**src/rtl/uart_banner_loader.sv**
```systemverilog
// rtl/uart_banner_loader.sv - assembles UART decimal digits into a banner frame and decodes control letters
module uart_banner_loader #(
  parameter int          W     = 4,
  parameter int          N     = 6,
  parameter logic [3:0]  BLANK = 4'hF
) (
  input  logic           clk,
  input  logic           reset_n,
  input  logic [7:0]     rx_data,
  input  logic           rx_valid,
  output logic [W*N-1:0] data_out,
  output logic           write,
  output logic           set_left,
  output logic           set_right,
  output logic           start,
  output logic           pause,
  output logic           err
);

  localparam int             IW      = $clog2(N + 1);
  localparam logic [IW-1:0]  IDX_MAX = IW'(N);
  localparam logic [W-1:0]   BLANK_W = W'(BLANK);
  localparam logic [W*N-1:0] FRAME_BLANK = {N{BLANK_W}};

  localparam logic [7:0] CH_CR  = 8'h0D;
  localparam logic [7:0] CH_ESC = 8'h1B;
  localparam logic [7:0] CH_L   = 8'h4C;
  localparam logic [7:0] CH_R   = 8'h52;
  localparam logic [7:0] CH_S   = 8'h53;
  localparam logic [7:0] CH_P   = 8'h50;

  typedef enum logic {
    IDLE    = 1'b0,
    COLLECT = 1'b1
  } state_t;

  state_t         state, state_nx;
  logic [IW-1:0]  idx, idx_nx;
  logic [W*N-1:0] staging, staging_nx;
  logic [W*N-1:0] data_nx;
  logic           write_nx, left_nx, right_nx, start_nx, pause_nx, err_nx;

  // byte classification; clearing bit 5 folds lower-case letters onto upper-case
  logic [7:0] folded;
  logic       is_digit, is_cr, is_esc, is_l, is_r, is_s, is_p;
  logic [W-1:0] digit;
  int           pos;

  // classify the incoming byte and form the zero-extended digit value
  always_comb begin
    folded   = rx_data & 8'hDF;
    is_digit = (rx_data >= 8'h30) && (rx_data <= 8'h39);
    is_cr    = (rx_data == CH_CR);
    is_esc   = (rx_data == CH_ESC);
    is_l     = (folded == CH_L);
    is_r     = (folded == CH_R);
    is_s     = (folded == CH_S);
    is_p     = (folded == CH_P);
    digit      = '0;
    digit[3:0] = rx_data[3:0];
    // first digit goes to the most-significant position
    pos = N - 1 - int'(idx);
  end

  // next-state, staging and registered-output computation
  always_comb begin
    state_nx   = state;
    idx_nx     = idx;
    staging_nx = staging;
    data_nx    = data_out;
    write_nx   = 1'b0;
    left_nx    = 1'b0;
    right_nx   = 1'b0;
    start_nx   = 1'b0;
    pause_nx   = 1'b0;
    err_nx     = 1'b0;

    if (rx_valid) begin
      if (is_digit) begin
        if (idx < IDX_MAX) begin
          staging_nx[pos*W +: W] = digit;
          idx_nx                 = idx + 1'b1;
          state_nx               = COLLECT;
        end else begin
          // frame full: drop the digit, keep what was collected
          err_nx = 1'b1;
        end
      end else if (is_cr) begin
        // an empty frame is never committed
        if (state == COLLECT) begin
          data_nx    = staging;
          write_nx   = 1'b1;
          staging_nx = FRAME_BLANK;
          idx_nx     = '0;
          state_nx   = IDLE;
        end
      end else if (is_esc) begin
        staging_nx = FRAME_BLANK;
        idx_nx     = '0;
        state_nx   = IDLE;
      end else if (is_l) begin
        left_nx = 1'b1;
      end else if (is_r) begin
        right_nx = 1'b1;
      end else if (is_s) begin
        start_nx = 1'b1;
      end else if (is_p) begin
        pause_nx = 1'b1;
      end else begin
        err_nx = 1'b1;
      end
    end
  end

  // state register and registered outputs; reset discards any partial frame
  always_ff @(posedge clk or negedge reset_n) begin
    if (!reset_n) begin
      state     <= IDLE;
      idx       <= '0;
      staging   <= FRAME_BLANK;
      data_out  <= '0;
      write     <= 1'b0;
      set_left  <= 1'b0;
      set_right <= 1'b0;
      start     <= 1'b0;
      pause     <= 1'b0;
      err       <= 1'b0;
    end else begin
      state     <= state_nx;
      idx       <= idx_nx;
      staging   <= staging_nx;
      data_out  <= data_nx;
      write     <= write_nx;
      set_left  <= left_nx;
      set_right <= right_nx;
      start     <= start_nx;
      pause     <= pause_nx;
      err       <= err_nx;
    end
  end

endmodule
```
**config.mk**
```make
export PLATFORM = sky130hd
export DESIGN_NAME = uart_banner_loader
export DESIGN_NICKNAME = d
export VERILOG_FILES = /design/src/rtl/uart_banner_loader.sv
export SDC_FILE = /design/constraint.sdc
export NUM_CORES = 1
export LEC_CHECK = 0
export ABC_AREA = 1
export BUFFER_PORTS_ARGS = -buffer_cell sky130_fd_sc_hd__clkbuf_2
export CORE_MARGIN = 2
export CORE_UTILIZATION = 30
export CTS_CLUSTER_SIZE = 10
export DETAILED_ROUTE_END_ITERATION = 7
export GPL_TIMING_DRIVEN = 0
export PLACE_DENSITY = 0.45
export SETUP_SLACK_MARGIN = 0.15
export SYNTH_ARGS = -nofsm -noshare
export SYNTH_HDL_FRONTEND = slang
export SYNTH_SLANG_ARGS = --single-unit
```
**constraint.sdc**
```tcl
create_clock -name clk -period 7.18 [get_ports clk]
set_clock_uncertainty 0.2 [all_clocks]
set_input_delay 0.718 -clock clk [delete_from_list [all_inputs] [get_ports clk]]
set_output_delay 0.718 -clock clk [all_outputs]
set_load 0.02 [all_outputs]
```
==> results.sh, run 1 <==
export IMPL_outcome="complete, no violations"
export IMPL_setup_viol=0
export IMPL_routabilityCongestion=0.920
export IMPL_criticalPathCategory="reg2reg"
export IMPL_powerDensity_nw_per_um2=224
export IMPL_area_growth_pct=18.1
export IMPL_setup_tns_ps=0
export IMPL_ys_seq_area_frac=0.469
export IMPL_placedCellCount=604
export IMPL_cts_resized_gates=0
export IMPL_synth_edff_count=0
export IMPL_peakVddDrop_uv=76.8
export IMPL_cts_root_buffer="clkbuf_8"
export IMPL_dr_first_iter_drc_count=133
export IMPL_final_max_slew_violation_count=0
export IMPL_yosysWarnings=0
export IMPL_crit_path_top_delay_cell="fa_1"
export IMPL_instances_no_fill=620
export IMPL_ys_flop_type="dfrtp_1"
export IMPL_grt_use_total=0.153
export IMPL_rsz0062_at_grt="false"
export IMPL_ant_nets=0
export IMPL_period_minus_slack_ps=2750
export IMPL_die_y_um=107
export IMPL_core_um2=10300
export IMPL_dp_final_hpwl_um=5790
export IMPL_slowest_delay_ps=580
export IMPL_layout_drive_gt1_share=0.217
export IMPL_slew_headroom=0.460
export IMPL_numCtsBuffers=9
export IMPL_cts_hold_buf=0
export IMPL_pin_count=41
export IMPL_clk_path_buf_depth=2
export IMPL_crit_family="adder cells"
export IMPL_wirelength_um=8090
export IMPL_path_cells="inv_1, ha_1, inv_1, fa_1, inv_1, clkbuf_1, nand3_1, nor2_1, nand2_1, nand2_1, nand3_1, nand2_1"
export IMPL_cp_required_ps=7260
export IMPL_final_critical_path_setup_slack_ps=4430
export IMPL_htree_levels=3
export IMPL_crit_buf_inv=4
export IMPL_whs_ps=265
export IMPL_timing_final_crit_share=0.383
export IMPL_grt_max_degree=59
export IMPL_cts_tree="yes"
export IMPL_num_nets_final=499
export IMPL_cts_num_sinks=58
export IMPL_dieArea_um2=11400
export IMPL_start_kind="flip-flop"
export IMPL_crit_path_max_fanout=10
export IMPL_portBuffers=40
export IMPL_synthesis_area_um2=3160
export IMPL_place_ws_ps=4470
export IMPL_grt_pass1_wl_um=13500
export IMPL_worstSetupEndpointType="flip-flop"
export IMPL_dr_pass1_iters=6
export IMPL_initial_core_util=0.308
export IMPL_synth_cell_types=25
export IMPL_drt_vias_per_instance=4.53
export IMPL_post_cts_buffers=0
export IMPL_clk_latency_ps=340
export IMPL_finalPower_uw=838
export IMPL_p_leak_uw=0.00196
export IMPL_grt_overflow_total=0
export IMPL_vias=2806
export IMPL_drv_cap=0
export IMPL_syn_nets=448
export IMPL_grt_antenna_before_repair=0
export IMPL_max_freq_mhz=364
export IMPL_postSynthRegisterBits=58
export IMPL_n_antenna_cell=0
export IMPL_hp_class="in2async"
export IMPL_drc_errors=0
export IMPL_die_w_um=107
export IMPL_rows=37
export IMPL_hold_violations=0
export IMPL_tightest_slew_ps=810
export IMPL_synthCells=428
export IMPL_grt_pass1_vias=2675
export IMPL_syn_avg_cell_area_um2=7.39
export IMPL_routedWlPerCell_um=13.1
export IMPL_clk_pin_slew_ps=70
export IMPL_synthArstFlopShare=1.00
export IMPL_worstPathArrival_ps=2820
==> layer usage <==
layer  wire, um  track usage
met1       4100        0.209
met2       3610        0.238
met3        265       0.0347
met4        117       0.0538
met5          0            0
==> sequential cells by signal (all words and copies together), names as in the netlist <==
signal	count
staging	24
set_left	1
err	1
idx	3
pause	1
start	1
set_right	1
state	1
write	1
data_out	24
==> cell usage in the layout (no fill, tap or decap), types with 5 or more instances in the layout <==
cell type,Yosys,layout
buf_2,7,7
clkbuf_1,4,6
clkbuf_2,0,39
clkbuf_8,0,11
dfrtp_1,34,34
dfstp_2,24,24
ha_1,8,8
inv_1,25,25
nand2_1,190,190
nand3_1,45,45
nand4_1,12,12
nor2_1,33,33
nor2_2,5,5
nor3_1,6,6
o21ai_0,12,12
==> worst paths after layout <==
path	slack, ps	from	cells after the start	endpoint
min in group clk	270	staging[9]$_DFFE_PN1P_	2	staging[9]$_DFFE_PN1P_
worst max register to register	4430	idx[1]$_DFFE_PN0P_	12	staging[13]$_DFFE_PN1P_
max in group asynchronous	5950	reset_n	1	idx[0]$_DFFE_PN0P_
worst min register to register	270	staging[9]$_DFFE_PN1P_	2	staging[9]$_DFFE_PN1P_
worst min-delay path	270	reset_n	1	err$_DFF_PN0_
worst max-delay path	4430	idx[1]$_DFFE_PN0P_	12	staging[13]$_DFFE_PN1P_
==> worst reg2reg max path, stage by stage, from the launching register on <==
cell,delay (ps)
dfrtp_1,430
inv_1,140
ha_1,180
inv_1,60
fa_1,580
inv_1,150
clkbuf_1,380
nand3_1,140
nor2_1,130
nand2_1,70
nand2_1,60
nand3_1,90
nand2_1,80
==> final cells by class <==
| class | count | area, um2 |
|---|---|---|
| buffer | 15 | 95.1 |
| clock buffer | 13 | 159 |
| clock inverter | 3 | 40.0 |
| fill | 1124 | 6540 |
| inverter | 31 | 118 |
| multi-input combinational | 324 | 1470 |
| sequential | 58 | 1480 |
| tap | 136 | 170 |
| timing repair buffer | 40 | 203 |
==> cell families after synthesis <==
family | share of synthesized area
flip-flops | 0.469
adder cells (fa/ha/maj) | 0.0380
AND/OR/NAND/NOR | 0.396
AO/OA/AOI/OAI | 0.0277
buffers and inverters | 0.0673
XOR/XNOR | 0.00277
==> Yosys cell counts, types with 5 or more instances <==
master,instances,area share
buf_2,7,0.011
dfstp_2,24,0.20
nor2_2,5,0.0099
dfrtp_1,34,0.27
nor2_1,33,0.039
nor3_1,6,0.0095
nand4_1,12,0.024
ha_1,8,0.032
nand3_1,45,0.071
nand2_1,190,0.23
inv_1,25,0.030
o21ai_0,12,0.019
==> through the flow <==
| step | instance area [um2] | util |
|---|---|---|
| final | 3730 | 0.363 |
| after global routing | 3730 | 0.363 |
| after CTS | 3730 | 0.363 |
| after detailed placement | 3530 | 0.344 |
| after global placement | 3530 | 0.344 |
| after floorplan | 3160 | - |
==> where the power goes <==
group          internal (uW)  switching, uW
clock                    178            129
sequential               394           23.2
combinational           38.4           75.0
total                    611            227
(Power assumes the default switching activity.)
==> run 2: changes to the inputs <==
clock period = 2.8 ns   (was 7.18 ns; I/O delays follow)
==> results.sh, run 2 (same netlist as run 1, synthesis figures left out) <==
export IMPL_outcome="complete, no violations"
export IMPL_grt_overflow_total=0
export IMPL_num_nets_final=504
export IMPL_grt_antenna_before_repair=0
export IMPL_criticalPathCategory="reg2reg"
export IMPL_area_growth_pct=20.6
export IMPL_dieArea_um2=11400
export IMPL_met1_length_um=4100
export IMPL_top_layer_used="met4"
export IMPL_crit_path_max_fanout=5
export IMPL_grt_pass1_wl_um=13600
export IMPL_htree_levels=3
export IMPL_peakVddDrop_uv=197
export IMPL_dp_final_hpwl_um=5790
export IMPL_clk_latency_ps=340
export IMPL_routabilityCongestion=0.920
export IMPL_period_minus_slack_ps=2470
export IMPL_r2r_end="staging[0]$_DFFE_PN1P_"
export IMPL_max_freq_mhz=404
export IMPL_p_leak_uw=0.00199
export IMPL_instances_no_fill=625
export IMPL_timing_final_crit_share=0.883
export IMPL_cts_num_sinks=58
export IMPL_dr_pass1_iters=4
export IMPL_routedWlPerCell_um=13.0
export IMPL_grt_use_total=0.153
export IMPL_slew_headroom=0.460
export IMPL_wl_met3_um=249
export IMPL_r2r_start="idx[1]$_DFFE_PN0P_"
export IMPL_wl_met2_um=3640
export IMPL_powerDensity_nw_per_um2=570
export IMPL_layout_drive_gt1_share=0.237
export IMPL_tightest_slew_ps=810
export IMPL_die_y_um=107
export IMPL_vias=2829
export IMPL_numCtsBuffers=9
export IMPL_pwr_share_clk=0.363
export IMPL_drc_errors=0
export IMPL_hold_violations=0
export IMPL_final_common_cell="nand2_1"
export IMPL_final_util=0.371
export IMPL_final_max_slew_violation_count=0
export IMPL_dr_first_iter_drc_count=103
export IMPL_comb_power_share=0.146
export IMPL_clk_pin_slew_ps=70
export IMPL_setup_tns_ps=0
export IMPL_pin_count=41
export IMPL_core_um2=10300
export IMPL_portBuffers=40
export IMPL_hp_class="in2reg"
export IMPL_placedCellCount=604
export IMPL_clk_path_buf_depth=2
export IMPL_rsz0062_at_grt="false"
export IMPL_reg2reg_slack_ps=330
export IMPL_hold_path_end="err$_DFF_PN0_"
export IMPL_initial_core_util=0.308
export IMPL_seqPwrFrac=0.492
export IMPL_top_regs="data_out: 24 flops, staging: 24 flops, idx: 3 flops"
export IMPL_sw_frac_of_total=0.272
export IMPL_cts_root_buffer="clkbuf_8"
export IMPL_n_antenna_cell=0
export IMPL_drt_vias_per_instance=4.53
export IMPL_worstSetupEndpointType="flip-flop"
export IMPL_ant_nets=0
export IMPL_worstPathArrival_ps=2530
export IMPL_switching_power_uw=593
export IMPL_rows=37
export IMPL_die_w_um=107
export IMPL_cts_tree="yes"
export IMPL_cell_internal_pwr_uw=1580
export IMPL_min_delay_start="rx_valid"
export IMPL_start_kind="flip-flop"
export IMPL_grt_max_degree=59
export IMPL_r2r_cells=11
export IMPL_final_cell_mix="nand2_1 (188), nand3_1 (45), clkbuf_2 (40)"
export IMPL_finalPower_uw=2180
export IMPL_min_path_cells=3
export IMPL_grt_pass1_vias=2688
export IMPL_cp_required_ps=2860
export IMPL_setup_viol=0
export IMPL_wirelength_um=8130
export IMPL_drv_cap=0
-- run 2: cell types whose count changed in the layout (fill, tap and decap cells not counted), sizes merged --
cell	delta
buf	+2
clkbuf	+1
dlygate4sd3	+2
-- run 2: area by class of cell --
class | count | area [um2]
inverter | 31 | 118
multi-input combinational | 324 | 1500
clock inverter | 3 | 40.0
timing repair buffer | 45 | 245
clock buffer | 13 | 159
fill | 1132 | 6460
buffer | 15 | 98.8
sequential | 58 | 1480
tap | 136 | 170
-- run 2: power groups by stage --
stage	logic (uW)	clock network, uW	registers [uW]
after floorplan	210	0	1070
after global placement	292	0	1080
after detailed placement	293	0	1080
after CTS	299	818	1070
after global routing	361	857	1080
final	317	789	1070
-- run 2: worst max-delay path by stage --
stage / cells past startpoint / from / to / slack (ps)
after floorplan: 12 / idx[1]$_DFFE_PN0P_ / staging[12]$_DFFE_PN1P_ / 450
after global placement: 12 / idx[1]$_DFFE_PN0P_ / staging[11]$_DFFE_PN1P_ / 90
after detailed placement: 12 / idx[1]$_DFFE_PN0P_ / staging[13]$_DFFE_PN1P_ / 90
after CTS: 12 / idx[1]$_DFFE_PN0P_ / staging[10]$_DFFE_PN1P_ / 170
after global routing: 12 / idx[1]$_DFFE_PN0P_ / staging[11]$_DFFE_PN1P_ / 150
final: 11 / idx[1]$_DFFE_PN0P_ / staging[0]$_DFFE_PN1P_ / 330
-- run 2: critical path, cell delays in order (launching register included) --
cell and delay [ps]:
dfrtp_2 440, inv_2 90, ha_1 160, inv_1 60, fa_2 600, inv_1 70
nor3_1 150, nand2_1 150, inv_1 100, nand4_1 200, nand2_1 120, nand2_1 50
-- run 2: per-layer routing --
layer / GRT usage / up-vias
li1: - / 1473
met1: 0.209 / 1307
met2: 0.239 / 39
met3: 0.0347 / 10
met4: 0.0538 / 0
met5: 0 / -
-- run 2: repair_timing --
action	4_1_cts	5_1_grt
endpoints found under the hold margin	35	0
buffers inserted	0	3
gates resized for setup	2	11
setup endpoints to repair	15	24
hold buffers	2	0
pin swaps	0	5
-- run 2: through the flow --
stage / setup WS (ps) / cell area [um2] / hold slack, ps
global placement: 93.3 / 3530 / 257
floorplan: 453 / 3160 / -216
detailed placement: 92.8 / 3530 / 249
finish: 327 / 3810 / 30.5
CTS: 169 / 3760 / 20.2
global route: 151 / 3810 / 45.7
